<file path="config.mk">
export PLATFORM = sky130hd
export DESIGN_NAME = operand_fetch_unit_flat
export DESIGN_NICKNAME = d
export VERILOG_FILES = /design/src/rtl/operand_fetch_unit_if.sv /design/src/rtl/operand_fetch_unit.sv /design/src/flat_wrapper.sv
export SDC_FILE = /design/constraint.sdc
export NUM_CORES = 1
export LEC_CHECK = 0
export CELL_PAD_IN_SITES_DETAIL_PLACEMENT = 1
export CELL_PAD_IN_SITES_GLOBAL_PLACEMENT = 2
export CORE_MARGIN = 1
export CORE_UTILIZATION = 37
export CTS_CLUSTER_DIAMETER = 50
export DETAILED_ROUTE_END_ITERATION = 8
export DONT_BUFFER_PORTS = 1
export PLACE_DENSITY_LB_ADDON = 0.15
export SYNTH_ARGS = -nofsm -noshare
export SYNTH_HDL_FRONTEND = slang
export SYNTH_SLANG_ARGS = --single-unit
</file>
<file path="constraint.sdc">
create_clock -name clk -period 4.55 [get_ports clk]
set_input_delay 0.455 -clock clk [delete_from_list [all_inputs] [get_ports clk]]
set_output_delay 0.455 -clock clk [all_outputs]
set_load 0.03 [all_outputs]
</file>
<file path="src/rtl/operand_fetch_unit_if.sv">
// Core-side bundle for the operand fetch unit: start request, shared memory bus and EA results.
interface operand_fetch_unit_if;
  logic        start;
  logic [2:0]  mode;
  logic [7:0]  index;
  logic        is_write;
  logic [15:0] pc_in;
  logic [15:0] mem_addr;
  logic [7:0]  mem_rd_data;
  logic        busy;
  logic        done;
  logic [15:0] ea;
  logic [15:0] pc_next;
  logic        page_cross;

  modport master (
    output start, mode, index, is_write, pc_in, mem_rd_data,
    input  mem_addr, busy, done, ea, pc_next, page_cross
  );

  modport slave (
    input  start, mode, index, is_write, pc_in, mem_rd_data,
    output mem_addr, busy, done, ea, pc_next, page_cross
  );
endinterface

</file>
<file path="src/rtl/operand_fetch_unit.sv">
// 6502 addressing-mode sequencer: fetches operand/pointer bytes and returns EA, next PC and
// page-cross for the eight indexed and indirect modes.
module operand_fetch_unit #(
  parameter logic [15:0] ZP_BASE           = 16'h0000,
  parameter bit          INDIRECT_BUG      = 1'b1,
  parameter bit          IDX_WRITE_PENALTY = 1'b1
) (
  input logic                  clk,
  input logic                  resetn,
  operand_fetch_unit_if.slave  io_bus
);

  localparam logic [2:0] StIdle  = 3'd0;
  localparam logic [2:0] StOpLo  = 3'd1;
  localparam logic [2:0] StOpHi  = 3'd2;
  localparam logic [2:0] StIdx   = 3'd3;
  localparam logic [2:0] StPtrLo = 3'd4;
  localparam logic [2:0] StPtrHi = 3'd5;
  localparam logic [2:0] StFix   = 3'd6;
  localparam logic [2:0] StDone  = 3'd7;

  localparam logic [2:0] ModeImm  = 3'd0;
  localparam logic [2:0] ModeZp   = 3'd1;
  localparam logic [2:0] ModeZpx  = 3'd2;
  localparam logic [2:0] ModeAbs  = 3'd3;
  localparam logic [2:0] ModeAbsx = 3'd4;
  localparam logic [2:0] ModeInd  = 3'd5;
  localparam logic [2:0] ModeIndx = 3'd6;
  localparam logic [2:0] ModeIndy = 3'd7;

  localparam logic [7:0] ZpHi = ZP_BASE[15:8];

  logic [2:0]  r_state, w_state;
  logic [2:0]  r_mode, w_mode;
  logic [7:0]  r_index, w_index;
  logic        r_is_write, w_is_write;
  logic [15:0] r_pc, w_pc;
  logic [7:0]  r_lo, w_lo;
  logic [7:0]  r_plo, w_plo;
  logic [15:0] r_fix_ea, w_fix_ea;
  logic        r_fix_cross, w_fix_cross;
  logic [15:0] r_mem_addr, w_mem_addr;
  logic        r_busy, w_busy;
  logic        r_done, w_done;
  logic [15:0] r_ea, w_ea;
  logic [15:0] r_pc_next, w_pc_next;
  logic        r_page_cross, w_page_cross;

  logic        w_idle;
  logic        w_finish;
  logic        w_fin_cross;
  logic [15:0] w_fin_ea;
  logic [7:0]  w_rd;
  logic [7:0]  w_base_lo;
  logic [8:0]  w_lo_sum;
  logic [15:0] w_idx_sum;
  logic        w_take_fix;
  logic [7:0]  w_zp_p;

  assign w_idle     = (r_state == StIdle) || (r_state == StDone);
  assign w_rd       = io_bus.mem_rd_data;
  // ABSX indexes the operand word, INDY the word read through the zero-page pointer.
  assign w_base_lo  = (r_state == StOpHi) ? r_lo : r_plo;
  assign w_lo_sum   = {1'b0, w_base_lo} + {1'b0, r_index};
  assign w_idx_sum  = {w_rd, w_base_lo} + {8'h00, r_index};
  assign w_take_fix = w_lo_sum[8] | (r_is_write & IDX_WRITE_PENALTY);
  assign w_zp_p     = r_lo + r_index;

  always_comb begin
    w_state      = r_state;
    w_mode       = r_mode;
    w_index      = r_index;
    w_is_write   = r_is_write;
    w_pc         = r_pc;
    w_lo         = r_lo;
    w_plo        = r_plo;
    w_fix_ea     = r_fix_ea;
    w_fix_cross  = r_fix_cross;
    w_mem_addr   = r_mem_addr;
    w_busy       = r_busy;
    w_done       = 1'b0;
    w_ea         = r_ea;
    w_pc_next    = r_pc_next;
    w_page_cross = r_page_cross;
    w_finish     = 1'b0;
    w_fin_ea     = 16'h0000;
    w_fin_cross  = 1'b0;

    if (w_idle && io_bus.start) begin
      w_mode     = io_bus.mode;
      w_index    = io_bus.index;
      w_is_write = io_bus.is_write;
      w_pc       = io_bus.pc_in;
      w_mem_addr = io_bus.pc_in + 16'd1;
      if (io_bus.mode == ModeImm) begin
        w_finish = 1'b1;
        w_fin_ea = io_bus.pc_in + 16'd1;
      end else begin
        w_busy  = 1'b1;
        w_state = StOpLo;
      end
    end else begin
      case (r_state)
        StDone: w_state = StIdle;
        StOpLo: begin
          w_lo = w_rd;
          case (r_mode)
            ModeZp: begin
              w_finish = 1'b1;
              w_fin_ea = {ZpHi, w_rd};
            end
            ModeZpx, ModeIndx: begin
              w_mem_addr = {ZpHi, w_rd};
              w_state    = StIdx;
            end
            ModeIndy: begin
              w_mem_addr = {ZpHi, w_rd};
              w_state    = StPtrLo;
            end
            default: begin
              w_mem_addr = r_pc + 16'd2;
              w_state    = StOpHi;
            end
          endcase
        end
        StIdx: begin
          if (r_mode == ModeZpx) begin
            w_finish = 1'b1;
            w_fin_ea = {ZpHi, w_zp_p};
          end else begin
            w_lo       = w_zp_p;
            w_mem_addr = {ZpHi, w_zp_p};
            w_state    = StPtrLo;
          end
        end
        StOpHi, StPtrHi: begin
          if ((r_state == StOpHi && r_mode == ModeAbsx) ||
              (r_state == StPtrHi && r_mode == ModeIndy)) begin
            if (w_take_fix) begin
              w_mem_addr  = {w_rd, w_lo_sum[7:0]};
              w_fix_ea    = w_idx_sum;
              w_fix_cross = w_lo_sum[8];
              w_state     = StFix;
            end else begin
              w_finish    = 1'b1;
              w_fin_ea    = w_idx_sum;
              w_fin_cross = w_lo_sum[8];
            end
          end else if (r_state == StOpHi && r_mode == ModeInd) begin
            w_mem_addr = {w_rd, r_lo};
            w_state    = StPtrLo;
          end else if (r_state == StOpHi) begin
            w_finish = 1'b1;
            w_fin_ea = {w_rd, r_lo};
          end else begin
            w_finish = 1'b1;
            w_fin_ea = {w_rd, r_plo};
          end
        end
        StPtrLo: begin
          w_plo = w_rd;
          // Zero-page pointers always wrap in their page; JMP(ind) only does so with the quirk.
          if (r_mode == ModeInd && !INDIRECT_BUG) begin
            w_mem_addr = r_mem_addr + 16'd1;
          end else begin
            w_mem_addr = {r_mem_addr[15:8], r_mem_addr[7:0] + 8'd1};
          end
          w_state = StPtrHi;
        end
        StFix: begin
          w_finish    = 1'b1;
          w_fin_ea    = r_fix_ea;
          w_fin_cross = r_fix_cross;
        end
        default: w_state = StIdle;
      endcase
    end

    if (w_finish) begin
      w_state      = StDone;
      w_busy       = 1'b0;
      w_done       = 1'b1;
      w_ea         = w_fin_ea;
      w_page_cross = w_fin_cross;
      w_pc_next    = w_pc + ((w_mode == ModeAbs || w_mode == ModeAbsx || w_mode == ModeInd) ?
                             16'd3 : 16'd2);
    end
  end

  always_ff @(posedge clk) begin
    if (!resetn) begin
      r_state      <= StIdle;
      r_mode       <= 3'd0;
      r_index      <= 8'h00;
      r_is_write   <= 1'b0;
      r_pc         <= 16'h0000;
      r_lo         <= 8'h00;
      r_plo        <= 8'h00;
      r_fix_ea     <= 16'h0000;
      r_fix_cross  <= 1'b0;
      r_mem_addr   <= 16'h0000;
      r_busy       <= 1'b0;
      r_done       <= 1'b0;
      r_ea         <= 16'h0000;
      r_pc_next    <= 16'h0000;
      r_page_cross <= 1'b0;
    end else begin
      r_state      <= w_state;
      r_mode       <= w_mode;
      r_index      <= w_index;
      r_is_write   <= w_is_write;
      r_pc         <= w_pc;
      r_lo         <= w_lo;
      r_plo        <= w_plo;
      r_fix_ea     <= w_fix_ea;
      r_fix_cross  <= w_fix_cross;
      r_mem_addr   <= w_mem_addr;
      r_busy       <= w_busy;
      r_done       <= w_done;
      r_ea         <= w_ea;
      r_pc_next    <= w_pc_next;
      r_page_cross <= w_page_cross;
    end
  end

  assign io_bus.mem_addr   = r_mem_addr;
  assign io_bus.busy       = r_busy;
  assign io_bus.done       = r_done;
  assign io_bus.ea         = r_ea;
  assign io_bus.pc_next    = r_pc_next;
  assign io_bus.page_cross = r_page_cross;

endmodule

</file>
<file path="src/flat_wrapper.sv">
// flat-port wrapper written by rule: the top's interface ports become plain ports
module operand_fetch_unit_flat 
#(
  parameter logic [15:0] ZP_BASE           = 16'h0000,
  parameter bit          INDIRECT_BUG      = 1'b1,
  parameter bit          IDX_WRITE_PENALTY = 1'b1
)
  (clk, resetn, io_bus_start, io_bus_mode, io_bus_index, io_bus_is_write, io_bus_pc_in, io_bus_mem_rd_data, io_bus_mem_addr, io_bus_busy, io_bus_done, io_bus_ea, io_bus_pc_next, io_bus_page_cross);
  operand_fetch_unit_if io_bus_i ();
  input logic clk;
  input logic resetn;
  input wire logic [$bits(io_bus_i.start)-1:0] io_bus_start;
  input wire logic [$bits(io_bus_i.mode)-1:0] io_bus_mode;
  input wire logic [$bits(io_bus_i.index)-1:0] io_bus_index;
  input wire logic [$bits(io_bus_i.is_write)-1:0] io_bus_is_write;
  input wire logic [$bits(io_bus_i.pc_in)-1:0] io_bus_pc_in;
  input wire logic [$bits(io_bus_i.mem_rd_data)-1:0] io_bus_mem_rd_data;
  output wire logic [$bits(io_bus_i.mem_addr)-1:0] io_bus_mem_addr;
  output wire logic [$bits(io_bus_i.busy)-1:0] io_bus_busy;
  output wire logic [$bits(io_bus_i.done)-1:0] io_bus_done;
  output wire logic [$bits(io_bus_i.ea)-1:0] io_bus_ea;
  output wire logic [$bits(io_bus_i.pc_next)-1:0] io_bus_pc_next;
  output wire logic [$bits(io_bus_i.page_cross)-1:0] io_bus_page_cross;
  assign io_bus_i.start = io_bus_start;
  assign io_bus_i.mode = io_bus_mode;
  assign io_bus_i.index = io_bus_index;
  assign io_bus_i.is_write = io_bus_is_write;
  assign io_bus_i.pc_in = io_bus_pc_in;
  assign io_bus_i.mem_rd_data = io_bus_mem_rd_data;
  assign io_bus_mem_addr = io_bus_i.mem_addr;
  assign io_bus_busy = io_bus_i.busy;
  assign io_bus_done = io_bus_i.done;
  assign io_bus_ea = io_bus_i.ea;
  assign io_bus_pc_next = io_bus_i.pc_next;
  assign io_bus_page_cross = io_bus_i.page_cross;
  operand_fetch_unit #(.ZP_BASE(ZP_BASE), .INDIRECT_BUG(INDIRECT_BUG), .IDX_WRITE_PENALTY(IDX_WRITE_PENALTY)) u_core (.clk(clk), .resetn(resetn), .io_bus(io_bus_i));
endmodule
</file>
==> results.json, run 1 <==
{
  "status": "complete, no violations",
  "hold_violations": 0,
  "max_freq_ghz": 0.2497,
  "worst-path-max-fanout": 14,
  "max_stage_delay_ns": 0.80,
  "yosys.area.top_type": "dfxtp_1",
  "drc": 0,
  "cts_tree": "yes",
  "period_share": 0.8801,
  "cts_resized": 0,
  "grt_overflow": 0,
  "synth_edf_count": 0,
  "worstSetupPathType": "flop to flop",
  "synth_seq_area_share": 0.3121,
  "place_area_sq_um": 7616,
  "holdPathEnd": "u_core.r_pc[11]",
  "final_cells": 1217,
  "synth.avg_cell_area_sq_um": 7.643,
  "grt_max_degree": 63,
  "drive_above_1_share": 0.07773,
  "grt_pass1_vias": 7758,
  "critPathLaunchType": "flop",
  "totalPowerFinal_mw": 5.429,
  "worst_pin_slew_ns": 1.221,
  "drt_first_pass_iters": 7,
  "min_period_ns": 4.004,
  "ys_warn_count": 0,
  "fin_skew_ns": 0.01366,
  "die_y_um": 143.2,
  "cap_violations": 0,
  "ant_nets": 0,
  "start_util": 0.3777,
  "clkLatencyLatePin_ns": 0.44,
  "pwr_density_cell_nw_per_um2": 664.3,
  "ys_types": 72,
  "hold_buffers": 0,
  "drtIter0Drc": 618,
  "ys_seq_elements": 115,
  "reg2reg_slack_ns": 0.55,
  "async_flop_share": 0,
  "detail_route.vias_per_cell": 6.191,
  "r2r_cells": 11,
  "hold_start": "io_bus_pc_in[11]",
  "clockRootBuffer": "clkbuf_16",
  "startpoint": "u_core.r_state[2]",
  "peakVddDrop_uv": 336.9,
  "grt_pass1_wl_um": 45470,
  "path_clk_slew_ns": 0.07,
  "final_cell_mix": "nand2_1 (157), dfxtp_1 (115), a21oi_1 (84)",
  "final_nets": 1001,
  "final_common_cell": "nand2_1",
  "leakage_nw": 2.992,
  "rsz0062_at_grt": "false",
  "timing.rr.start": "u_core.r_state[2]",
  "yosys-top-cells-area": "dfxtp_1 (31%), nand2_1 (8.0%), a21oi_1 (5.8%)",
  "hold_path_depth": 2,
  "place_inst": 1185,
  "setup_viol": 0,
  "vias": 7534,
  "rows": 51,
  "dpl.hpwl_um": 21150,
  "cp_common_cell": "o21ai_0",
  "grt_antenna_before_repair": 1,
  "clock_sink_count": 115,
  "required_ns": 4.89,
  "place_congestion": 0.9313,
  "cts_setup_buffers": 0,
  "design_area_sq_um": 8173,
  "synth_top_area_frac": 0.3121,
  "setup_tns_ns": 0,
  "wl_per_cell_um": 24.27,
  "slew_headroom": 0.1806,
  "cp-end-kind": "flop",
  "netlist_area_sq_um": 7376,
  "numCtsBuffers": 17,
  "finalMaxSlewViolations": 0,
  "antenna_cells": 0,
  "ys.flop_type": "dfxtp_1",
  "crit_chain": "or3b_1 > mux2i_1 > inv_1 > ha_1 > a21oi_1 > o21ai_0 > a2111oi_0 > o21ai_0 > a311oi_1 > o21ai_0 > a311oi_1",
  "num_io_pins": 90,
  "numPortBuffers": 0,
  "hold_class": "primary input to flop",
  "syn_nets": 1027,
  "die_area_sq_um": 20500,
  "synth_cells": 965,
  "cts_buffer_depth": 2,
  "track_usage": 0.3000,
  "die_x_um": 143.2,
  "htree_levels": 4,
  "slowest_stage": "a2111oi_0",
  "core_sq_um": 19530,
  "final_util": 0.4186,
  "wl_um": 29530,
  "r2r-end": "u_core.io_bus.mem_addr[7]",
  "worstPathArrival_ns": 4.34,
  "area_growth_syn_to_layout_pct": 10.81
}
## worst max-delay path by stage
stage / depth (start not counted) / slack, ns / end
5_1_grt: 10 / 0.17 / u_core.io_bus.mem_addr[7]
3_5_place_dp: 10 / 0.24 / u_core.io_bus.pc_next[14]
3_3_place_gp: 10 / 0.55 / u_core.io_bus.pc_next[12]
2_1_floorplan: 15 / 0.90 / u_core.r_state[1]
6_report: 11 / 0.55 / u_core.io_bus.mem_addr[7]
4_1_cts: 10 / 0.24 / u_core.io_bus.pc_next[14]
## synthesized netlist by cell type (6+ instances only)
cell type	number
a21o_1	8
o211ai_1	15
mux2i_1	23
a222oi_1	9
dfxtp_1	115
nor2_1	69
nand4_1	13
o31a_1	9
nor4_1	8
a211oi_1	15
o22ai_1	12
and3_1	11
a21oi_1	86
ha_1	21
a311oi_1	7
clkbuf_1	56
and2_1	7
nand2_1	157
nand3_1	36
xor2_1	35
xnor2_1	29
inv_1	18
nand2b_1	6
a22oi_1	7
o21a_1	7
nor2b_1	7
nor3_1	23
o31ai_1	9
o21ai_0	49
a31oi_1	13
## layer usage
metal	track usage	vias up	part of all wire
met5	0	-	0
met2	0.4904	251	0.47
li1	-	3462	-
met4	0.1358	0	0.028
met1	0.3578	3758	0.43
met3	0.09423	63	0.072
## area by class of cell
| type | instances | area, sq um |
|---|---|---|
| Timing Repair Buffer | 21 | 157.7 |
| Clock buffer | 18 | 439.2 |
| Inverter | 20 | 75.07 |
| Sequential cell | 115 | 2302 |
| Multi-Input combinational cell | 764 | 4751 |
| Clock inverter | 14 | 116.4 |
| Tap cell | 265 | 331.6 |
| Fill cell | 2395 | 11350 |
## report_power, final
| group | internal, mW | leakage (nW) | switching [mW] |
|---|---|---|---|
| sequential | 1.25 | 0.938 | 0.516 |
| combinational | 0.817 | 1.78 | 1.54 |
| clock | 0.726 | 0.275 | 0.577 |
## registers in the layout, summed over array words and instances, names as in the netlist, 8 cells and up
name	flops
u_core.r_fix_ea	16
u_core.io_bus.ea	16
u_core.io_bus.pc_next	16
u_core.r_index	8
u_core.r_pc	16
u_core.r_plo	8
u_core.io_bus.mem_addr	16
u_core.r_lo	8
## worst max-delay path: cells and delay by family (launching register included)
kind                       cells  cell delay [ns]
and+or+nand+nor                1             0.65
AOI/OAI and AO/OA              7             2.18
DFF                            1             0.31
buffers and inverters          1             0.09
muxes                          1             0.40
adders and majority gates      1             0.27
## through the flow
step	setup WS (ns)	hold slack [ns]
finish	0.5456	0.1509
global route	0.1664	0.1466
CTS	0.2394	0.1375
detailed placement	0.2415	0.4519
global placement	0.5548	0.4428
floorplan	0.9030	0.4315
## kinds of logic after synthesis
| kind of cell | after synthesis | share of synthesized area |
|---|---|---|
| AOI/OAI and AO/OA | 284 | 0.2573 |
| xor gates and xnor gates | 64 | 0.07600 |
| adders and majority gates | 23 | 0.04105 |
| buffers and inverters | 86 | 0.04665 |
| DFF | 115 | 0.3121 |
| muxes | 25 | 0.03427 |
| and+or+nand+nor | 368 | 0.2326 |
Note: power is estimated with default switching activity, not from simulation.
==> inputs of run 2 (changes only) <==
CORE_ASPECT_RATIO = 0.75   (was not set)
==> run 2 against run 1 <==
Sequential share of layout area decreased by 0.11 points. Worst setup slack lost 0.035 ns. Core utilization is 0.36 points higher. Cell count shrank 1.2%. Critical path depth stayed put. Design area increased by 0.38%. Clock skew shrank 0.00067 ns. Worst hold slack improved by 0.010 ns. Register-to-register slack got worse by 0.04 ns. Die area barely moved. Clock power rose by 8%. Combinational power grew 2%. Critical path type unchanged. Largest power group unchanged.
==> results.json, run 2 (synthesized netlist as in run 1, its figures left out) <==
{
  "numPortBuffers": 0,
  "cp-end-kind": "flop",
  "critPathLaunchType": "flop",
  "numCtsBuffers": 17,
  "leakage_nw": 3.001,
  "final_nets": 1000,
  "totalPowerFinal_mw": 5.583,
  "cts_setup_buffers": 0,
  "min_period_ns": 4.040,
  "hold_start": "io_bus_index[5]",
  "cts_resized": 0,
  "grt_pass1_vias": 7746,
  "grt_overflow": 0,
  "wl_um": 29720,
  "place_area_sq_um": 7594,
  "htree_levels": 4,
  "period_share": 0.8879,
  "clockRootBuffer": "clkbuf_16",
  "rsz0062_at_grt": "false",
  "track_usage": 0.2978,
  "clock_sink_count": 115,
  "cap_violations": 0,
  "drt_first_pass_iters": 6,
  "grt_pass1_wl_um": 46090,
  "reg2reg_slack_ns": 0.51,
  "wl_per_cell_um": 24.70,
  "drive_above_1_share": 0.07474,
  "hold_slack_ns": 0.1610,
  "fin_skew_ns": 0.01299,
  "area_growth_syn_to_layout_pct": 11.23,
  "required_ns": 4.84,
  "start_util": 0.3795,
  "path_clk_slew_ns": 0.06,
  "vias": 7516,
  "core_sq_um": 19430,
  "hold_violations": 0,
  "r2r-end": "u_core.io_bus.ea[11]",
  "die_area_sq_um": 20510,
  "setup_tns_ns": 0,
  "pwr_density_cell_nw_per_um2": 680.5,
  "max_freq_ghz": 0.2475,
  "hold_class": "primary input to flop",
  "final_cells": 1203,
  "final_common_cell": "nand2_1",
  "grt_max_degree": 53,
  "holdPathEnd": "u_core.r_index[5]",
  "timing.rr.start": "u_core.r_state[2]",
  "hold_path_depth": 2,
  "grt_antenna_before_repair": 0,
  "drc": 0,
  "slew_headroom": 0.2998,
  "status": "complete, no violations",
  "die_x_um": 165.0,
  "die_y_um": 124.3,
  "num_io_pins": 90,
  "postLayoutSetupSlackWorst_ns": 0.5102,
  "final_cell_mix": "nand2_1 (157), dfxtp_1 (115), a21oi_1 (84)",
  "rows": 44,
  "final_util": 0.4222,
  "clkLatencyLatePin_ns": 0.43,
  "setup_viol": 0,
  "hold_buffers": 0,
  "place_congestion": 0.9286,
  "peakVddDrop_uv": 297.4,
  "worstPathArrival_ns": 4.33,
  "dpl.hpwl_um": 21460,
  "cts_tree": "yes",
  "antenna_cells": 0,
  "dpl_worst_slack_ns": 0.5801,
  "drtIter0Drc": 547,
  "finalMaxSlewViolations": 0,
  "r2r_cells": 11,
  "worst_pin_slew_ns": 1.041,
  "place_inst": 1172,
  "met1_usage": 0.4139,
  "grt_use_met2": 0.4327,
  "use_met3": 0.09457,
  "cts_buffer_depth": 2,
  "ant_nets": 0,
  "design_area_sq_um": 8204,
  "gr-max-usage-layer": "met2",
  "worst-path-max-fanout": 14,
  "worstSetupPathType": "flop to flop",
  "detail_route.vias_per_cell": 6.248
}
-- run 2: changes by cell type in the layout (fill, tap and decap cells not counted), sizes merged --
cell / change
inv: -8
bufinv: +3
clkinvlp: +2
buf: -1
clkbuf: +1
clkinv: +1
-- run 2: per-layer routing --
| layer | part of all wire | up-vias |
|---|---|---|
| met4 | 0.015 | 0 |
| met5 | 0 | - |
| met2 | 0.43 | 266 |
| met3 | 0.086 | 41 |
| li1 | - | 3462 |
| met1 | 0.47 | 3747 |
-- run 2: worst max path at each step --
stage / start / to / slack (ns) / cells after the start
finish: u_core.r_state[2] / u_core.io_bus.ea[11] / 0.51 / 11
global route: u_core.r_state[2] / u_core.io_bus.ea[11] / 0.09 / 11
CTS: u_core.r_state[2] / u_core.io_bus.ea[11] / 0.55 / 11
detailed placement: u_core.r_state[2] / u_core.io_bus.ea[11] / 0.58 / 11
global placement: u_core.r_state[2] / u_core.io_bus.ea[13] / 0.73 / 11
floorplan: u_core.r_state[1] / u_core.r_state[1] / 0.90 / 15
-- run 2: area by class of cell --
cell class / count / area (sq um)
fill: 2375 / 11230
multi-input combinational: 764 / 4750
sequential: 115 / 2302
clock buffer: 19 / 452.9
tap: 253 / 316.6
clock inverter: 12 / 157.7
timing repair buffer: 20 / 150.1
inverter: 20 / 75.07
-- run 2: where the power goes --
part	switching (mW)	internal, mW	leakage (nW)	total (mW)
clock	0.525	0.888	0.291	1.41
combinational	1.58	0.824	1.77	2.40
sequential	0.518	1.25	0.938	1.77
-- run 2: critical path: stages, from the launching register on --
cell and delay, ns:
dfxtp_1 0.30, or3b_1 0.64, mux2i_1 0.44, inv_1 0.09
ha_1 0.28, a21oi_1 0.08, o21ai_0 0.35, a2111oi_0 0.26
o31ai_1 0.92, nand4_1 0.22, xor2_1 0.21, o22ai_1 0.11
==> inputs of run 3 (changes only) <==
CORE_UTILIZATION = 40   (was 37)
GPL_ROUTABILITY_DRIVEN = 0   (was not set)
clock period = 4.9 ns   (was 4.55 ns; I/O delays follow)
==> run 3 against run 2 <==
Sequential power fell by 6%. Design area fell by 0.12%. First-iteration DRC count rose by 28%. Total power fell by 6.9%. Combinational power fell by 7%. Wire length rose by 0.69%. Worst setup slack improved by 0.10 ns. Maximum frequency fell by 5.7%. Critical path depth did not move. Clock skew fell by 0.0025 ns. Register-to-register slack improved by 0.10 ns. Clock power fell by 7%. Largest cell class unchanged.
==> results.json, run 3 (synthesized netlist as in run 1, its figures left out) <==
{
  "clockRootBuffer": "clkbuf_16",
  "core_sq_um": 17870,
  "crit_chain": "or3b_1 > mux2i_1 > inv_1 > ha_1 > a21oi_1 > o21ai_0 > a2111oi_0 > o31ai_1 > nand4_1 > xor2_1 > o22ai_1",
  "required_ns": 5.18,
  "cts_buffer_depth": 2,
  "setup_tns_ns": 0,
  "worstSetupPathType": "flop to flop",
  "final_util": 0.4586,
  "final_common_cell": "nand2_1",
  "peakVddDrop_uv": 246.9,
  "numCtsBuffers": 17,
  "track_usage": 0.3193,
  "critPathLaunchType": "flop",
  "area_growth_syn_to_layout_pct": 11.09,
  "rows": 42,
  "worst-path-max-fanout": 14,
  "grt_overflow": 0,
  "fin_skew_ns": 0.01046,
  "path_buf_inv": 1,
  "pwr_density_cell_nw_per_um2": 634.6,
  "drt_first_pass_iters": 5,
  "max_freq_ghz": 0.2334,
  "dpl.hpwl_um": 21610,
  "final_cell_mix": "nand2_1 (157), dfxtp_1 (115), a21oi_1 (84)",
  "hold_buffers": 0,
  "num_io_pins": 90,
  "leakage_nw": 3.011,
  "status": "complete, no violations",
  "multi_input_area_sq_um": 4750,
  "ant_nets": 0,
  "path_clk_slew_ns": 0.06,
  "clkLatencyLatePin_ns": 0.44,
  "crit_family": "compound AO/OA/AOI/OAI gates",
  "grt_pass1_vias": 7770,
  "start_util": 0.4128,
  "cp-end-kind": "flop",
  "worstPathArrival_ns": 4.57,
  "slowest_stage": "a2111oi_0",
  "die_y_um": 119.6,
  "max_stage_delay_ns": 0.90,
  "cap_violations": 0,
  "die_area_sq_um": 18990,
  "hold_class": "primary input to flop",
  "hold_violations": 0,
  "htree_levels": 4,
  "seq_area_sq_um": 2302,
  "period_share": 0.8745,
  "setup_viol": 0,
  "grt_antenna_before_repair": 0,
  "min_period_ns": 4.285,
  "finalMaxSlewViolations": 0,
  "nFillCells": 2217,
  "numPortBuffers": 0,
  "clock_sink_count": 115,
  "slew_headroom": 0.2331,
  "drc": 0,
  "cts_tree": "yes",
  "grt_max_degree": 60,
  "detail_route.vias_per_cell": 6.319,
  "wl_per_cell_um": 25.06,
  "wl_um": 29920,
  "cts_setup_buffers": 0,
  "grt_pass1_wl_um": 46370,
  "rsz0062_at_grt": "false",
  "die_x_um": 158.8,
  "final_nets": 1002,
  "cts_resized": 0,
  "drive_above_1_share": 0.07668,
  "antenna_cells": 0,
  "drtIter0Drc": 700,
  "worst_pin_slew_ns": 1.149,
  "vias": 7545
}
-- run 3: metrics by stage --
step	hold WS (ns)	setup slack, ns	total power [mW]	cells	instance area, sq um
after floorplan	0.4315	1.222	3.143	965	7376
final	0.1820	0.6151	5.200	1194	8194
after global routing	0.1803	0.2848	5.455	1194	8194
after global placement	0.4446	0.9446	3.750	1163	7595
after CTS	0.1804	0.7459	5.154	1194	8194
after detailed placement	0.4556	0.7814	3.833	1163	7595
-- run 3: final cells by class --
type                            count  area share
Clock inverter                     13     0.01955
Tap cell                          242     0.03695
Inverter                           20    0.009162
Sequential cell                   115      0.2810
Clock buffer                       18     0.05360
Timing Repair Buffer               22     0.02016
Multi-Input combinational cell    764      0.5796
-- run 3: power by group --
part	switching (mW)	internal [mW]
combinational	1.45	0.772
sequential	0.506	1.16
clock	0.498	0.809
total	2.46	2.74
-- run 3: final timing paths --
kind | startpoint | endpoint | slack, ns | cells after the start
hold / removal | resetn | u_core.r_pc[4] | 0.18 | 1
setup reg to reg | u_core.r_state[2] | u_core.io_bus.ea[13] | 0.62 | 11
hold reg to reg | u_core.r_fix_ea[8] | u_core.r_fix_ea[8] | 0.46 | 2
setup / recovery | u_core.r_state[2] | u_core.io_bus.ea[13] | 0.62 | 11
-- run 3: metal layers --
layer  part of all wire  vias to the layer above  GRT usage
met3              0.090                       44    0.09195
li1                   -                     3452          -
met1               0.46                     3734     0.4327
met5                  0                        -          0
met4              0.017                        0    0.09891
met2               0.44                      315     0.4874
